===== config.mk =====
export PLATFORM = sky130hd
export DESIGN_NAME = mem_stage_flat
export DESIGN_NICKNAME = d
export VERILOG_FILES = /design/src/rtl/mem_stage_pkg.sv /design/src/rtl/mem_stage_if.sv /design/src/rtl/mem_align.sv /design/src/rtl/mem_stage.sv /design/src/flat_wrapper.sv
export SDC_FILE = /design/constraint.sdc
export NUM_CORES = 1
export LEC_CHECK = 0
export ABC_AREA = 1
export CORE_MARGIN = 3
export CORE_UTILIZATION = 43
export DETAILED_ROUTE_END_ITERATION = 6
export MAX_ROUTING_LAYER = met4
export PLACE_DENSITY = 0.8
export RECOVER_POWER = 50
export SYNTH_ARGS = -nofsm -noshare
export SYNTH_HDL_FRONTEND = slang
export SYNTH_SLANG_ARGS = --single-unit

===== constraint.sdc =====
create_clock -name clk -period 2.5 [get_ports clk]
set_clock_uncertainty 0.15 [all_clocks]
set_input_delay 0.5 -clock clk [delete_from_list [all_inputs] [get_ports clk]]
set_output_delay 0.5 -clock clk [all_outputs]
set_load 0.02 [all_outputs]

===== src/rtl/mem_stage_pkg.sv =====
// mem_stage_pkg -- shared encodings for the memory pipeline stage.
//   Holds the write-address/write-data select codes, access-size codes,
//   the FSM state codes, the stage-register layout and small decode helpers.
package mem_stage_pkg;

    // Write-address select (cregwa)
    localparam logic       CWA_RT   = 1'b0;
    localparam logic       CWA_RD   = 1'b1;

    // Write-data select (cregwd)
    localparam logic [1:0] CWD_ALU  = 2'b00;
    localparam logic [1:0] CWD_MEM  = 2'b01;

    // Access size (memlen); 2'b11 is unused and handled like a word
    localparam logic [1:0] LEN_BYTE = 2'b00;
    localparam logic [1:0] LEN_HALF = 2'b01;
    localparam logic [1:0] LEN_WORD = 2'b10;

    typedef enum logic [1:0] {
        ST_IDLE = 2'b00,
        ST_WAIT = 2'b01,
        ST_DONE = 2'b10
    } state_e;

    typedef struct packed {
        logic        cregwa;
        logic [1:0]  cregwd;
        logic        regwe;
        logic [1:0]  memlen;
        logic        memwe;
        logic        memsign;
        logic [31:0] rd2;
        logic [4:0]  rt;
        logic [4:0]  rd;
        logic [31:0] aluout;
    } stage_t;

    // A store wins over the load encoding if both are set.
    function automatic logic is_access(input logic memwe, input logic [1:0] cregwd);
        return memwe | (cregwd == CWD_MEM);
    endfunction

    function automatic logic is_misaligned(input logic [1:0] memlen, input logic [1:0] a);
        logic mis;
        case (memlen)
            LEN_BYTE: mis = 1'b0;
            LEN_HALF: mis = a[0];
            default:  mis = (a != 2'b00);
        endcase
        return mis;
    endfunction

endpackage


===== src/rtl/mem_stage_if.sv =====
// mem_stage_if -- data-memory bus between the memory stage and the data memory.
//   dmem_req   request, held until dmem_ack
//   dmem_we    write
//   dmem_addr  word address, bits[1:0] always 0
//   dmem_be    byte enables
//   dmem_wdata lane-aligned store data
//   dmem_ack   completion
//   dmem_rdata read word
// master: the memory stage; slave: the data memory.
interface mem_stage_if;
    logic        dmem_req;
    logic        dmem_we;
    logic [31:0] dmem_addr;
    logic [3:0]  dmem_be;
    logic [31:0] dmem_wdata;
    logic        dmem_ack;
    logic [31:0] dmem_rdata;

    modport master (
        output dmem_req, dmem_we, dmem_addr, dmem_be, dmem_wdata,
        input  dmem_ack, dmem_rdata
    );

    modport slave (
        input  dmem_req, dmem_we, dmem_addr, dmem_be, dmem_wdata,
        output dmem_ack, dmem_rdata
    );
endinterface


===== src/rtl/mem_align.sv =====
// mem_align -- combinational byte-lane logic for the memory stage.
//   memlen   access size
//   memsign  sign-extend loads
//   addr_lo  byte offset within the word
//   st_data  store data from the register file
//   ld_word  raw read word from memory
//   be       byte enables
//   wdata    store data replicated onto every lane
//   ld_data  selected load lane shifted to bit 0 and extended
module mem_align
    import mem_stage_pkg::*;
(
    input  logic [1:0]  memlen,
    input  logic        memsign,
    input  logic [1:0]  addr_lo,
    input  logic [31:0] st_data,
    input  logic [31:0] ld_word,
    output logic [3:0]  be,
    output logic [31:0] wdata,
    output logic [31:0] ld_data
);

    logic [7:0]  ld_byte;
    logic [15:0] ld_half;

    always_comb begin
        be    = 4'b1111;
        wdata = st_data;
        case (memlen)
            LEN_BYTE: begin
                be    = 4'b0001 << addr_lo;
                wdata = {4{st_data[7:0]}};
            end
            LEN_HALF: begin
                be    = 4'b0011 << addr_lo;
                wdata = {2{st_data[15:0]}};
            end
            default: begin
                be    = 4'b1111;
                wdata = st_data;
            end
        endcase
    end

    always_comb begin
        ld_byte = ld_word[7:0];
        case (addr_lo)
            2'd0: ld_byte = ld_word[7:0];
            2'd1: ld_byte = ld_word[15:8];
            2'd2: ld_byte = ld_word[23:16];
            2'd3: ld_byte = ld_word[31:24];
            default: ld_byte = ld_word[7:0];
        endcase
        // Halves are only ever aligned here; misaligned ones never reach memory.
        ld_half = addr_lo[1] ? ld_word[31:16] : ld_word[15:0];

        case (memlen)
            LEN_BYTE: ld_data = {{24{memsign & ld_byte[7]}}, ld_byte};
            LEN_HALF: ld_data = {{16{memsign & ld_half[15]}}, ld_half};
            LEN_WORD: ld_data = ld_word;
            default:  ld_data = ld_word;
        endcase
    end

endmodule


===== src/rtl/mem_stage.sv =====
// mem_stage -- pipeline memory stage with a stall-on-access data-memory FSM.
//   clk, rst        clock, synchronous active-high reset
//   *_i             execute-side controls and data, captured when not stalled
//   dmem            data-memory bus (master side)
//   stall_o         hold upstream while an access is outstanding
//   exc_o           one-cycle misalignment pulse
//   cwd_mem, we_mem, wa_mem, wd_mem   forwarding view of the stage
//   regwe_o, wa_o, wd_o               writeback port
//
//   state | meaning
//   ------+---------------------------------------------------------------
//   IDLE  | stage holds a bubble, an ALU op, or a misaligned access
//   WAIT  | aligned access outstanding on dmem; upstream stalled
//   DONE  | access acked; load data valid in ldata_r, stage accepts input
module mem_stage
    import mem_stage_pkg::*;
(
    input  logic        clk,
    input  logic        rst,
    input  logic        cregwa_i,
    input  logic [1:0]  cregwd_i,
    input  logic        regwe_i,
    input  logic [1:0]  memlen_i,
    input  logic        memwe_i,
    input  logic        memsign_i,
    input  logic [31:0] rd2_i,
    input  logic [4:0]  rt_i,
    input  logic [4:0]  rd_i,
    input  logic [31:0] aluout_i,
    mem_stage_if.master dmem,
    output logic        stall_o,
    output logic        exc_o,
    output logic [1:0]  cwd_mem,
    output logic        we_mem,
    output logic [4:0]  wa_mem,
    output logic [31:0] wd_mem,
    output logic        regwe_o,
    output logic [4:0]  wa_o,
    output logic [31:0] wd_o
);

    state_e      state, state_nxt;
    stage_t      stg, stg_in;
    logic [31:0] ldata_r;
    logic [31:0] ldata_ext;
    logic [3:0]  be;
    logic [31:0] wdata;
    logic        acc_r, load_r, exc, capture;
    logic [4:0]  wa_sel;
    logic [31:0] wd_sel;
    logic        regwe_wb;
    logic        req_c, we_c;
    logic [31:0] addr_c, wdata_c;
    logic [3:0]  be_c;

    assign stg_in = '{cregwa:  cregwa_i,
                      cregwd:  cregwd_i,
                      regwe:   regwe_i,
                      memlen:  memlen_i,
                      memwe:   memwe_i,
                      memsign: memsign_i,
                      rd2:     rd2_i,
                      rt:      rt_i,
                      rd:      rd_i,
                      aluout:  aluout_i};

    assign capture = (state != ST_WAIT);
    assign acc_r   = is_access(stg.memwe, stg.cregwd);
    assign load_r  = ~stg.memwe & (stg.cregwd == CWD_MEM);
    // Misaligned accesses never leave IDLE, so this lasts one captured cycle.
    assign exc     = (state == ST_IDLE) & acc_r & is_misaligned(stg.memlen, stg.aluout[1:0]);

    mem_align u_align (
        .memlen  (stg.memlen),
        .memsign (stg.memsign),
        .addr_lo (stg.aluout[1:0]),
        .st_data (stg.rd2),
        .ld_word (dmem.dmem_rdata),
        .be      (be),
        .wdata   (wdata),
        .ld_data (ldata_ext)
    );

    always_ff @(posedge clk) begin
        if (rst) begin
            state   <= ST_IDLE;
            stg     <= '0;
            ldata_r <= '0;
        end else begin
            state <= state_nxt;
            if (capture) begin
                stg <= stg_in;
            end
            if ((state == ST_WAIT) && dmem.dmem_ack) begin
                ldata_r <= ldata_ext;
            end
        end
    end

    always_comb begin
        state_nxt = state;
        case (state)
            ST_WAIT: begin
                if (dmem.dmem_ack) begin
                    state_nxt = ST_DONE;
                end
            end
            default: begin
                // IDLE and DONE both capture this cycle; decide on the incoming op.
                if (is_access(memwe_i, cregwd_i) && !is_misaligned(memlen_i, aluout_i[1:0])) begin
                    state_nxt = ST_WAIT;
                end else begin
                    state_nxt = ST_IDLE;
                end
            end
        endcase
    end

    always_comb begin
        wa_sel = stg.rt;
        case (stg.cregwa)
            CWA_RT:  wa_sel = stg.rt;
            CWA_RD:  wa_sel = stg.rd;
            default: wa_sel = stg.rt;
        endcase

        wd_sel = '0;
        case (stg.cregwd)
            CWD_ALU: wd_sel = stg.aluout;
            CWD_MEM: wd_sel = (load_r && (state == ST_DONE)) ? ldata_r : '0;
            default: wd_sel = '0;
        endcase

        regwe_wb = stg.regwe & ~exc & (acc_r ? (load_r & (state == ST_DONE)) : 1'b1);
    end

    always_comb begin
        stall_o = 1'b0;
        exc_o   = 1'b0;
        cwd_mem = '0;
        we_mem  = 1'b0;
        wa_mem  = '0;
        wd_mem  = '0;
        regwe_o = 1'b0;
        wa_o    = '0;
        wd_o    = '0;
        req_c   = 1'b0;
        we_c    = 1'b0;
        addr_c  = '0;
        be_c    = '0;
        wdata_c = '0;
        // Outputs are masked during reset so an abandoned access drops at once.
        if (!rst) begin
            stall_o = (state == ST_WAIT);
            exc_o   = exc;
            cwd_mem = stg.cregwd;
            we_mem  = stg.regwe & ~exc;
            wa_mem  = wa_sel;
            wd_mem  = wd_sel;
            regwe_o = regwe_wb;
            wa_o    = wa_sel;
            wd_o    = wd_sel;
            if (state == ST_WAIT) begin
                req_c   = 1'b1;
                we_c    = stg.memwe;
                addr_c  = {stg.aluout[31:2], 2'b00};
                be_c    = be;
                wdata_c = stg.memwe ? wdata : '0;
            end
        end
    end

    assign dmem.dmem_req   = req_c;
    assign dmem.dmem_we    = we_c;
    assign dmem.dmem_addr  = addr_c;
    assign dmem.dmem_be    = be_c;
    assign dmem.dmem_wdata = wdata_c;

endmodule


===== src/flat_wrapper.sv =====
// flat-port wrapper written by rule: the top's interface ports become plain ports
module mem_stage_flat import mem_stage_pkg::*;
  (clk, rst, cregwa_i, cregwd_i, regwe_i, memlen_i, memwe_i, memsign_i, rd2_i, rt_i, rd_i, aluout_i, stall_o, exc_o, cwd_mem, we_mem, wa_mem, wd_mem, regwe_o, wa_o, wd_o, dmem_dmem_req, dmem_dmem_we, dmem_dmem_addr, dmem_dmem_be, dmem_dmem_wdata, dmem_dmem_ack, dmem_dmem_rdata);
  mem_stage_if dmem_i ();
  input  logic clk;
  input  logic rst;
  input  logic cregwa_i;
  input  logic [1:0] cregwd_i;
  input  logic regwe_i;
  input  logic [1:0] memlen_i;
  input  logic memwe_i;
  input  logic memsign_i;
  input  logic [31:0] rd2_i;
  input  logic [4:0] rt_i;
  input  logic [4:0] rd_i;
  input  logic [31:0] aluout_i;
  output logic stall_o;
  output logic exc_o;
  output logic [1:0] cwd_mem;
  output logic we_mem;
  output logic [4:0] wa_mem;
  output logic [31:0] wd_mem;
  output logic regwe_o;
  output logic [4:0] wa_o;
  output logic [31:0] wd_o;
  output wire logic [$bits(dmem_i.dmem_req)-1:0] dmem_dmem_req;
  output wire logic [$bits(dmem_i.dmem_we)-1:0] dmem_dmem_we;
  output wire logic [$bits(dmem_i.dmem_addr)-1:0] dmem_dmem_addr;
  output wire logic [$bits(dmem_i.dmem_be)-1:0] dmem_dmem_be;
  output wire logic [$bits(dmem_i.dmem_wdata)-1:0] dmem_dmem_wdata;
  input wire logic [$bits(dmem_i.dmem_ack)-1:0] dmem_dmem_ack;
  input wire logic [$bits(dmem_i.dmem_rdata)-1:0] dmem_dmem_rdata;
  assign dmem_dmem_req = dmem_i.dmem_req;
  assign dmem_dmem_we = dmem_i.dmem_we;
  assign dmem_dmem_addr = dmem_i.dmem_addr;
  assign dmem_dmem_be = dmem_i.dmem_be;
  assign dmem_dmem_wdata = dmem_i.dmem_wdata;
  assign dmem_i.dmem_ack = dmem_dmem_ack;
  assign dmem_i.dmem_rdata = dmem_dmem_rdata;
  mem_stage u_core (.clk(clk), .rst(rst), .cregwa_i(cregwa_i), .cregwd_i(cregwd_i), .regwe_i(regwe_i), .memlen_i(memlen_i), .memwe_i(memwe_i), .memsign_i(memsign_i), .rd2_i(rd2_i), .rt_i(rt_i), .rd_i(rd_i), .aluout_i(aluout_i), .dmem(dmem_i), .stall_o(stall_o), .exc_o(exc_o), .cwd_mem(cwd_mem), .we_mem(we_mem), .wa_mem(wa_mem), .wd_mem(wd_mem), .regwe_o(regwe_o), .wa_o(wa_o), .wd_o(wd_o));
endmodule

### After elaboration in Yosys (flattened, before gate mapping)

Index checks and enable logic that the tools add are counted.

| storage, ports and cells | value |
|---|---|
| register bits | 116 |
| output and inout bits | 150 |
| word-level logic and storage cells | 82 |

| operators by class | value |
|---|---|
| bitwise gates (word level) | 13 |
| shift operators | 2 |
| equality and inequality tests | 11 |
| multiplexer cells | 33 |
| reduce and logical (&&, ||, !) cells | 11 |

Operators with widths:

| operator | number |
|---|---|
| two-way mux 32 bit | 7 |
| case mux 32 bit (2 select lines) | 3 |
| case mux 8 bit (4 select lines) | 1 |
| two-way mux 16 bit | 1 |
| == test 2 x 1 -> 1 bit (second input constant) | 6 |
| two-way mux 1 bit | 11 |
| logical NOT 2 bit | 5 |
| case mux 5 bit (2 select lines) | 1 |
| bitwise AND 1 bit | 8 |
| two-way mux 4 bit | 2 |
| case mux 4 bit (2 select lines) | 1 |
| == test 2 bit (second input constant) | 3 |
| two-way mux 2 bit | 3 |
| two-way mux 5 bit | 1 |
| case mux 1 bit (2 select lines) | 2 |
| nonzero test 2 bit | 2 |
| left shift 1 x 2 -> 4 bit (first input constant) | 1 |
| left shift 2 x 2 -> 4 bit (first input constant) | 1 |
| logical AND 1 bit | 3 |
| inverter 1 bit | 3 |
| != test 2 x 1 -> 1 bit (second input constant) | 1 |
| != test 2 bit (second input constant) | 1 |
| bitwise OR 1 bit | 2 |
| logical NOT 1 bit | 1 |

### Depth between registers and ports, before layout

Gate-level depths: netlist of the first run.

| logic depth | value |
|---|---|
| depth in word-level cells | 8 |
| mapped depth | 11 |

### By module

A second synthesis of the first run with hierarchy kept.

| unflattened totals | value |
|---|---|
| cell total of the unflattened synthesis | 1052 |
| area, all modules | 6703.9 um2 |

By module, submodules not included:

| module | sequential area each (um2) | instances | cells each | area an instance (um2) |
|---|---|---|---|---|
| mem_stage | 2322.2 | 1 | 799 | 5373.9 |
| mem_align | 0.0 | 1 | 253 | 1330.0 |

### Worst setup path before layout of the first run

Ideal clock, no wire load.

| path | value |
|---|---|
| kind | register to output |
| from | register u_core.stg[80] (netlist name) |
| to | output wd_o[22] |
| slack | 0.233 ns |
| data arrival time | 1.617 ns |
| data required time | 1.850 ns |
| stages on the path, launching flop included | 10 |
| cells stage by stage | dfxtp_1 inv_2 nand2_2 nor2_4 nand3_4 buf_2 o22ai_1 inv_1 nor2_1 buf_4 |

| on the way | value |
|---|---|
| word-level cells in the longest chain between the ends | 6 |
| elaborated cells on any way between the ends | 7 |

Ends and longest elaborated chain:

| item | RTL line | RTL |
|---|---|---|
| from (decl) | mem_stage.sv:43 | `stage_t stg, stg_in;` |
| from (signal assigned) | mem_stage.sv:92 | `stg <= stg_in;` |
| == test 2 x 1 -> 1 bit | mem_stage.sv:69, mem_stage.sv:128 |  |
| bitwise AND 1 bit | mem_stage.sv:69 | `assign load_r = ~stg.memwe & (stg.cregwd == CWD_MEM);` |
| logical AND 1 bit | mem_stage.sv:130 | `CWD_MEM: wd_sel = (load_r && (state == ST_DONE)) ? ldata_r : '0;` |
| two-way mux 32 bit | mem_stage.sv:130 |  |
| case mux 32 bit (2 select lines) (*) | mem_stage.sv:128 | `case (stg.cregwd)` |
| two-way mux 32 bit (*) | - |  |
| to (decl) | flat_wrapper.sv:25 | `output logic [31:0] wd_o;` |

Every way passes the cells marked *; elsewhere a longest branch is shown, timed or not.

### Final worst setup path of the first run

| path | value |
|---|---|
| from | register u_core.stg[80] (netlist name) |
| to | output wd_mem[7] |

| on the way | value |
|---|---|
| word-level cells in the longest chain between the ends | 6 |
| elaborated cells on any way between the ends | 7 |

Ends and longest elaborated chain:

| item | RTL line | RTL |
|---|---|---|
| == test 2 x 1 -> 1 bit | mem_stage.sv:69, mem_stage.sv:128 |  |
| bitwise AND 1 bit | mem_stage.sv:69 |  |
| logical AND 1 bit | mem_stage.sv:130 |  |
| two-way mux 32 bit | mem_stage.sv:130 |  |
| case mux 32 bit (2 select lines) (*) | mem_stage.sv:128 |  |
| two-way mux 32 bit (*) | mem_stage.sv:153 | `if (!rst) begin` |
| to (decl) | flat_wrapper.sv:22 | `output logic [31:0] wd_mem;` |

Marks and branches as above.

==> run_results.csv, run 1 <==
group,metric,value,unit
yosys,synthCells,950,
timing,finalSetupTns,0,ns
yosys,synth.avg_cell_area,6.911,µm²
route,wl,23800,µm
yosys,synthTopCellsByArea,"dfxtp_1, inv_1, o21ai_0",
setup_path,end_kind,"primary output",
yosys,synth_top_area_share,0.3537,
route,vias,7309,
final_layout,nets,1299,
setup_path,arrival,1.82,ns
timing,clock.fmax,404.8,MHz
timing,rsz0062_at_grt,"true",
timing,tightest_slew,0.9653,ns
route,drcViolationCount,0,
yosys,yosysUniqueCellTypes,34,
yosys,async_flop_share,0,
final_layout,drive_above_1_share,0.2561,
setup_path,crit_slowest_cell,"dfxtp_1",
clock_tree,cts_max_path_buffers,2,
timing,maxSlewViolCount,0,
min_path,hold_path.class,"register to register",
placed_design,gp_congestion,0.9199,
final_layout,instances_no_fill,1379,
yosys,synth_seq_cells,116,
floorplanning,die-area,16790,µm²
clock_tree,holdBufCountCts,0,
yosys,synth-xor-area-share,0,
placed_design,post-place-ws,-0.1132,ns
yosys,yosysMostFrequentCell,"inv_1",
route,drt-initial-drc-count,484,
yosys,synth_top_family_by_area,"simple AND/OR/NAND/NOR gates",
setup_path,cp-start-kind,"register",
setup_path,path_class,"register to primary output",
clock_tree,cts_sinks,116,
yosys,ys.flop_type,"dfxtp_1",
timing,whs,0.3072,ns
grt,grt_pass1_vias,6882,
yosys,ys.warnings.count,0,
yosys,synth.cells.most_frequent,"inv_1, dfxtp_1, nor2_1, nand2_1, o21ai_0",
yosys,synthAdderAreaFrac,0,
timing,fin_crit_sh,0.9882,
grt,grt_max_degree,83,
clock_tree,cts-root-buf,"clkbuf_16",
final_layout,diodes,0,
route,routedWlPerCell,17.26,µm
yosys,yosys-mux-area-fraction,0,
yosys,synth_simple_gate_area_frac,0.2487,
grt,grt_use_total,0.2765,
route,final_antenna_net_count,0,
floorplanning,die_h,129.6,µm
timing,fin_crit,2.471,ns
timing,hold_viol_final,0,
grt,grt_first_pass_wirelength,35310,µm
setup_path,crit_buf_inv,4,
floorplanning,die_x,129.6,µm
route,post_drt_via_cell_ratio,5.300,
yosys,synth_compound_area_frac,0.2169,
placed_design,dpl.cell_count,1339,
grt,overflow,0,
yosys,synth_edf_count,0,
power,max-vdd-ir-drop,0.5090,mV
timing,setup_ws,0.02939,ns
clock_tree,htreeDepth,4,
power,power.leakage,4.513,nW
final_layout,num-fill-cells,1376,
yosys,yosys.area.top_type,"dfxtp_1",
route,drt-pass1-iter-count,5,
timing,setup_violations,0,
setup_path,crit_top_cell,"buf_12",
floorplanning,start_util,0.4450,
clock_tree,numCtsBuffers,17,
grt,antenna_found_initial,0,
setup_path,cp_slowest_stage_delay,0.31,ns
placed_design,dpl.hpwl,16840,µm
clock_tree,clock_latency,0.41,ns
clock_tree,clk_pin_slew,0.05,ns
setup_path,path_cells,"inv_2 > nand2_2 > nor2_4 > buf_12 > buf_12 > nand4_1 > a21oi_2 > buf_6",
power,power.density,622.3,nW/µm²
yosys,synth_area,6565,µm²
floorplanning,ios,267,
placed_design,port_buffers,264,
floorplanning,rows,44,
clock_tree,cts_tree,"built",
setup_path,required,1.85,ns
yosys,yosysSeqAreaShare,0.3537,
setup_path,crit_family,"buffers and inverters",
setup_path,cp_max_fo,15,
run,max_cap_viol_count,0,
final_layout,area_delta_synth_final,46.48,%
timing,maxSlewHeadroom,0.3565,
run_status,run_status,"finished, final reports clean",
floorplanning,core,14750,µm²
==> kinds of logic (layout without fill, tap and decap cells) <==
family	Yosys count	in the layout
DFF	116	116
buffers and inverters	244	485
AOI/OAI and AO/OA	235	235
and+or+nand+nor	354	357
other	1	2
==> power breakdown <==
part           switching [mW]  internal [mW]  total, mW  leakage, nW
logic                   0.766          0.549       1.32         3.26
clock network           0.857           1.75       2.60        0.297
registers              0.0712           2.00       2.07        0.962
total                    1.69           4.29       5.98         4.51
==> cell usage in the layout (no fill, tap or decap), types with 42 or more instances in the layout <==
cell type,count
inv_1,127
clkdlybuf4s50_1,117
nand2_1,112
dfxtp_1,111
nor2_1,109
o21ai_0,83
nand3_1,72
buf_2,61
a21oi_1,55
buf_4,52
dlygate4sd2_1,42
==> flip-flops by register name, summed over array words and instances (netlist names) <==
name            flops
u_core.ldata_r     32
u_core.stg         82
u_core.state        2
==> layer usage <==
layer / share of wire / GRT usage / vias up
li1: - / - / 3528
met1: 0.40 / 0.3226 / 3388
met2: 0.48 / 0.4607 / 346
met3: 0.090 / 0.06595 / 47
met4: 0.029 / 0.1064 / 0
met5: 0 / - / -
==> worst min-delay path: stages, from the launching register on <==
cell and delay (ns):
dfxtp_1 0.30, nand2_1 0.06, a21oi_1 0.05
==> cell type report <==
cell class	count	area [µm²]	area share
clock buffers	24	481.7	0.05009
clock inverters	8	147.6	0.01535
multi-input cells	594	3216	0.3344
well taps	184	230.2	0.02394
flip-flops and latches	116	2333	0.2426
inverters	138	524.3	0.05451
repair buffers	315	2684	0.2791
==> what timing repair did <==
| item | CTS | global route |
|---|---|---|
| pin swaps | 1 | 8 |
| endpoints found under the setup margin | 146 | 94 |
| gates resized for setup | 331 | 161 |
| buffers inserted | 0 | 4 |
| cloned | 0 | 4 |
==> through the flow <==
stage	util	instance area, µm²	power, mW
after global routing	0.6518	9617	6.213
after floorplan	-	6569	2.864
final	0.6518	9617	5.985
after detailed placement	0.6216	9171	3.404
after CTS	0.6644	9803	5.975
after global placement	0.6216	9171	3.386
==> worst paths after layout <==
| kind | startpoint | end | slack (ns) | cells after the start |
|---|---|---|---|---|
| worst max-delay path | u_core.stg[80] | wd_mem[7] | 0.03 | 8 |
| worst max register to register | u_core.state[1] | u_core.ldata_r[19] | 0.34 | 10 |
| worst min-delay path | u_core.stg[41] | u_core.stg[41] | 0.31 | 2 |
| worst min register to register | u_core.stg[41] | u_core.stg[41] | 0.31 | 2 |
Power figures use the tool's default switching activity.
==> inputs of run 2 (changes only) <==
TNS_END_PERCENT = 5   (was default)
==> run_results.csv, run 2 (synthesis gave the netlist of run 1 again) <==
group,metric,value,unit
grt,grt_use_total,0.2757,
min_path,hold-path-endpoint,"u_core.stg[41]",
setup_path,required,1.85,ns
run_status,run_status,"finished with violations",
placed_design,port_buffers,264,
run,max_cap_viol_count,0,
final_layout,drive_above_1_share,0.2325,
setup_path,reg2reg_setup_slack,0.18,ns
timing,setup_ws,-0.05984,ns
power,max-vdd-ir-drop,0.5024,mV
min_path,hp-start,"u_core.stg[41]",
final_layout,area_delta_synth_final,46.73,%
floorplanning,rows,44,
setup_path,crit_slowest_cell,"dfxtp_1",
timing,hold_viol_final,0,
timing,fin_crit,2.560,ns
power,power.density,615.6,nW/µm²
clock_tree,cts-root-buf,"clkbuf_16",
floorplanning,ios,267,
route,post_drt_via_cell_ratio,5.204,
power,power.leakage,4.402,nW
timing,maxSlewViolCount,0,
setup_path,cp-start-kind,"register",
clock_tree,cts_tree,"built",
setup_path,cp_max_fo,18,
timing,tightest_slew,0.9086,ns
route,drt-pass1-iter-count,5,
final_layout,reg_top3,"u_core.stg (82), u_core.ldata_r (32), u_core.state (2)",
route,drcViolationCount,0,
setup_path,arrival,1.91,ns
clock_tree,cts_max_path_buffers,2,
timing,clock.fmax,390.7,MHz
clock_tree,clk_pin_slew,0.05,ns
timing,fin_crit_sh,1.024,
timing,setup_violations,9,
floorplanning,die_x,129.6,µm
setup_path,crit_buf_inv,3,
setup_path,path_class,"register to primary output",
route,vias,7135,
setup_path,path_cells,"inv_2 > nand2_2 > nor2_4 > nand3_4 > o22ai_1 > inv_1 > nor2_1 > clkdlybuf4s15_2",
grt,overflow,0,
clock_tree,clock_latency,0.41,ns
grt,grt_first_pass_wirelength,35250,µm
grt,grt_pass1_vias,6863,
route,drt-initial-drc-count,439,
final_layout,regMostFlops,"u_core.stg",
setup_path,end_kind,"primary output",
final_layout,largest_reg_flops,82,
placed_design,gp_congestion,0.9199,
floorplanning,start_util,0.4450,
final_layout,layout_common_cells,"inv_1, clkdlybuf4s50_1, nand2_1, dfxtp_1, nor2_1",
clock_tree,cts_sinks,116,
route,wl,22820,µm
min_path,hold_depth,2,
final_layout,utilization,0.6529,
clock_tree,htreeDepth,4,
final_layout,diodes,0,
grt,antenna_found_initial,0,
final_layout,nets,1291,
setup_path,cp_slowest_stage_delay,0.30,ns
run_status,violations,"setup timing",
route,final_antenna_net_count,0,
floorplanning,die_h,129.6,µm
clock_tree,numCtsBuffers,17,
timing,maxSlewHeadroom,0.3942,
grt,grt_max_degree,83,
setup_path,reg2reg_to,"u_core.ldata_r[7]",
timing,rsz0062_at_grt,"true",
floorplanning,die-area,16790,µm²
setup_path,r2r_start,"u_core.state[1]",
timing,whs,0.3078,ns
setup_path,crit_family,"simple AND/OR/NAND/NOR gates",
min_path,hold_path.class,"register to register",
placed_design,dpl.hpwl,16840,µm
route,routedWlPerCell,16.64,µm
final_layout,final_common_cell,"inv_1",
floorplanning,core,14750,µm²
setup_path,rr_worst_depth,8,
==> run 2: cell types whose count changed in the layout (fill, tap and decap cells not counted), sizes merged <==
| cell | previous run | this run |
|---|---|---|
| buf | 128 | 79 |
| clkinv | 2 | 4 |
| inv | 136 | 135 |
| dlygate4sd2 | 42 | 40 |
| clkinvlp | 4 | 3 |
| nand3 | 78 | 75 |
| clkdlybuf4s15 | 2 | 46 |
| dlymetal6s2s | 3 | 5 |
==> run 2: power breakdown <==
group | switching, mW | internal (mW)
clock network | 0.841 | 1.75
logic | 0.739 | 0.540
registers | 0.0682 | 2.00
total | 1.65 | 4.28
==> run 2: worst register-to-register path: stages (launching register included) <==
cell and delay, ns:
dfxtp_2 0.33, inv_1 0.09, nand2_4 0.05, clkbuf_4 0.52, nor2_1 0.32, clkbuf_2 0.38, nand3_1 0.14, a21oi_1 0.17
nor2_1 0.05
==> run 2: layout make-up <==
class | instances | area, µm²
sequential | 116 | 2330
fill | 1335 | 5121
multi-input combinational | 591 | 3095
clock inverter | 8 | 147.6
timing repair buffer | 310 | 2828
tap | 184 | 230.2
inverter | 138 | 520.5
clock buffer | 24 | 481.7
==> run 2: per-stage QoR <==
stage                     power [mW]  instances  TNS, ns  setup WS [ns]  cell area [µm²]
after CTS                      5.977       1371  -0.6685        -0.1344             9799
after global routing           6.177       1371   -3.733        -0.1419             9633
after floorplan                2.864        951        0         0.2327             6569
after global placement         3.386       1339   -3.517        -0.1017             9171
after detailed placement       3.404       1339   -4.269        -0.1132             9171
final                          5.930       1371  -0.1918       -0.05984             9633
==> run 2: routing by layer <==
metal	global-route usage	vias to the layer above	part of all wire
li1	-	3500	-
met1	0.3213	3272	0.40
met2	0.4595	320	0.49
met3	0.06595	43	0.085
met4	0.1064	0	0.028
met5	-	-	0
==> run 2: how the worst max path moves through the flow <==
stage                          endpoint  slack [ns]             from  cells past startpoint
floorplan                      wd_o[22]        0.23   u_core.stg[80]                      9
global placement    dmem_dmem_wdata[14]       -0.10              rst                     10
detailed placement  dmem_dmem_wdata[14]       -0.11              rst                     10
CTS                   dmem_dmem_addr[4]       -0.13  u_core.state[1]                      7
global route                   wd_o[16]       -0.14   u_core.stg[80]                      8
finish                       wd_mem[16]       -0.06   u_core.stg[80]                      8
==> run 2: what timing repair did <==
action / 4_1_cts / 5_1_grt
resized for setup: 328 / 83
buffers inserted: 0 / 0
setup endpoints to repair: 146 / 104
hold buffers: 0 / 0
endpoints found under the hold margin: 0 / 0
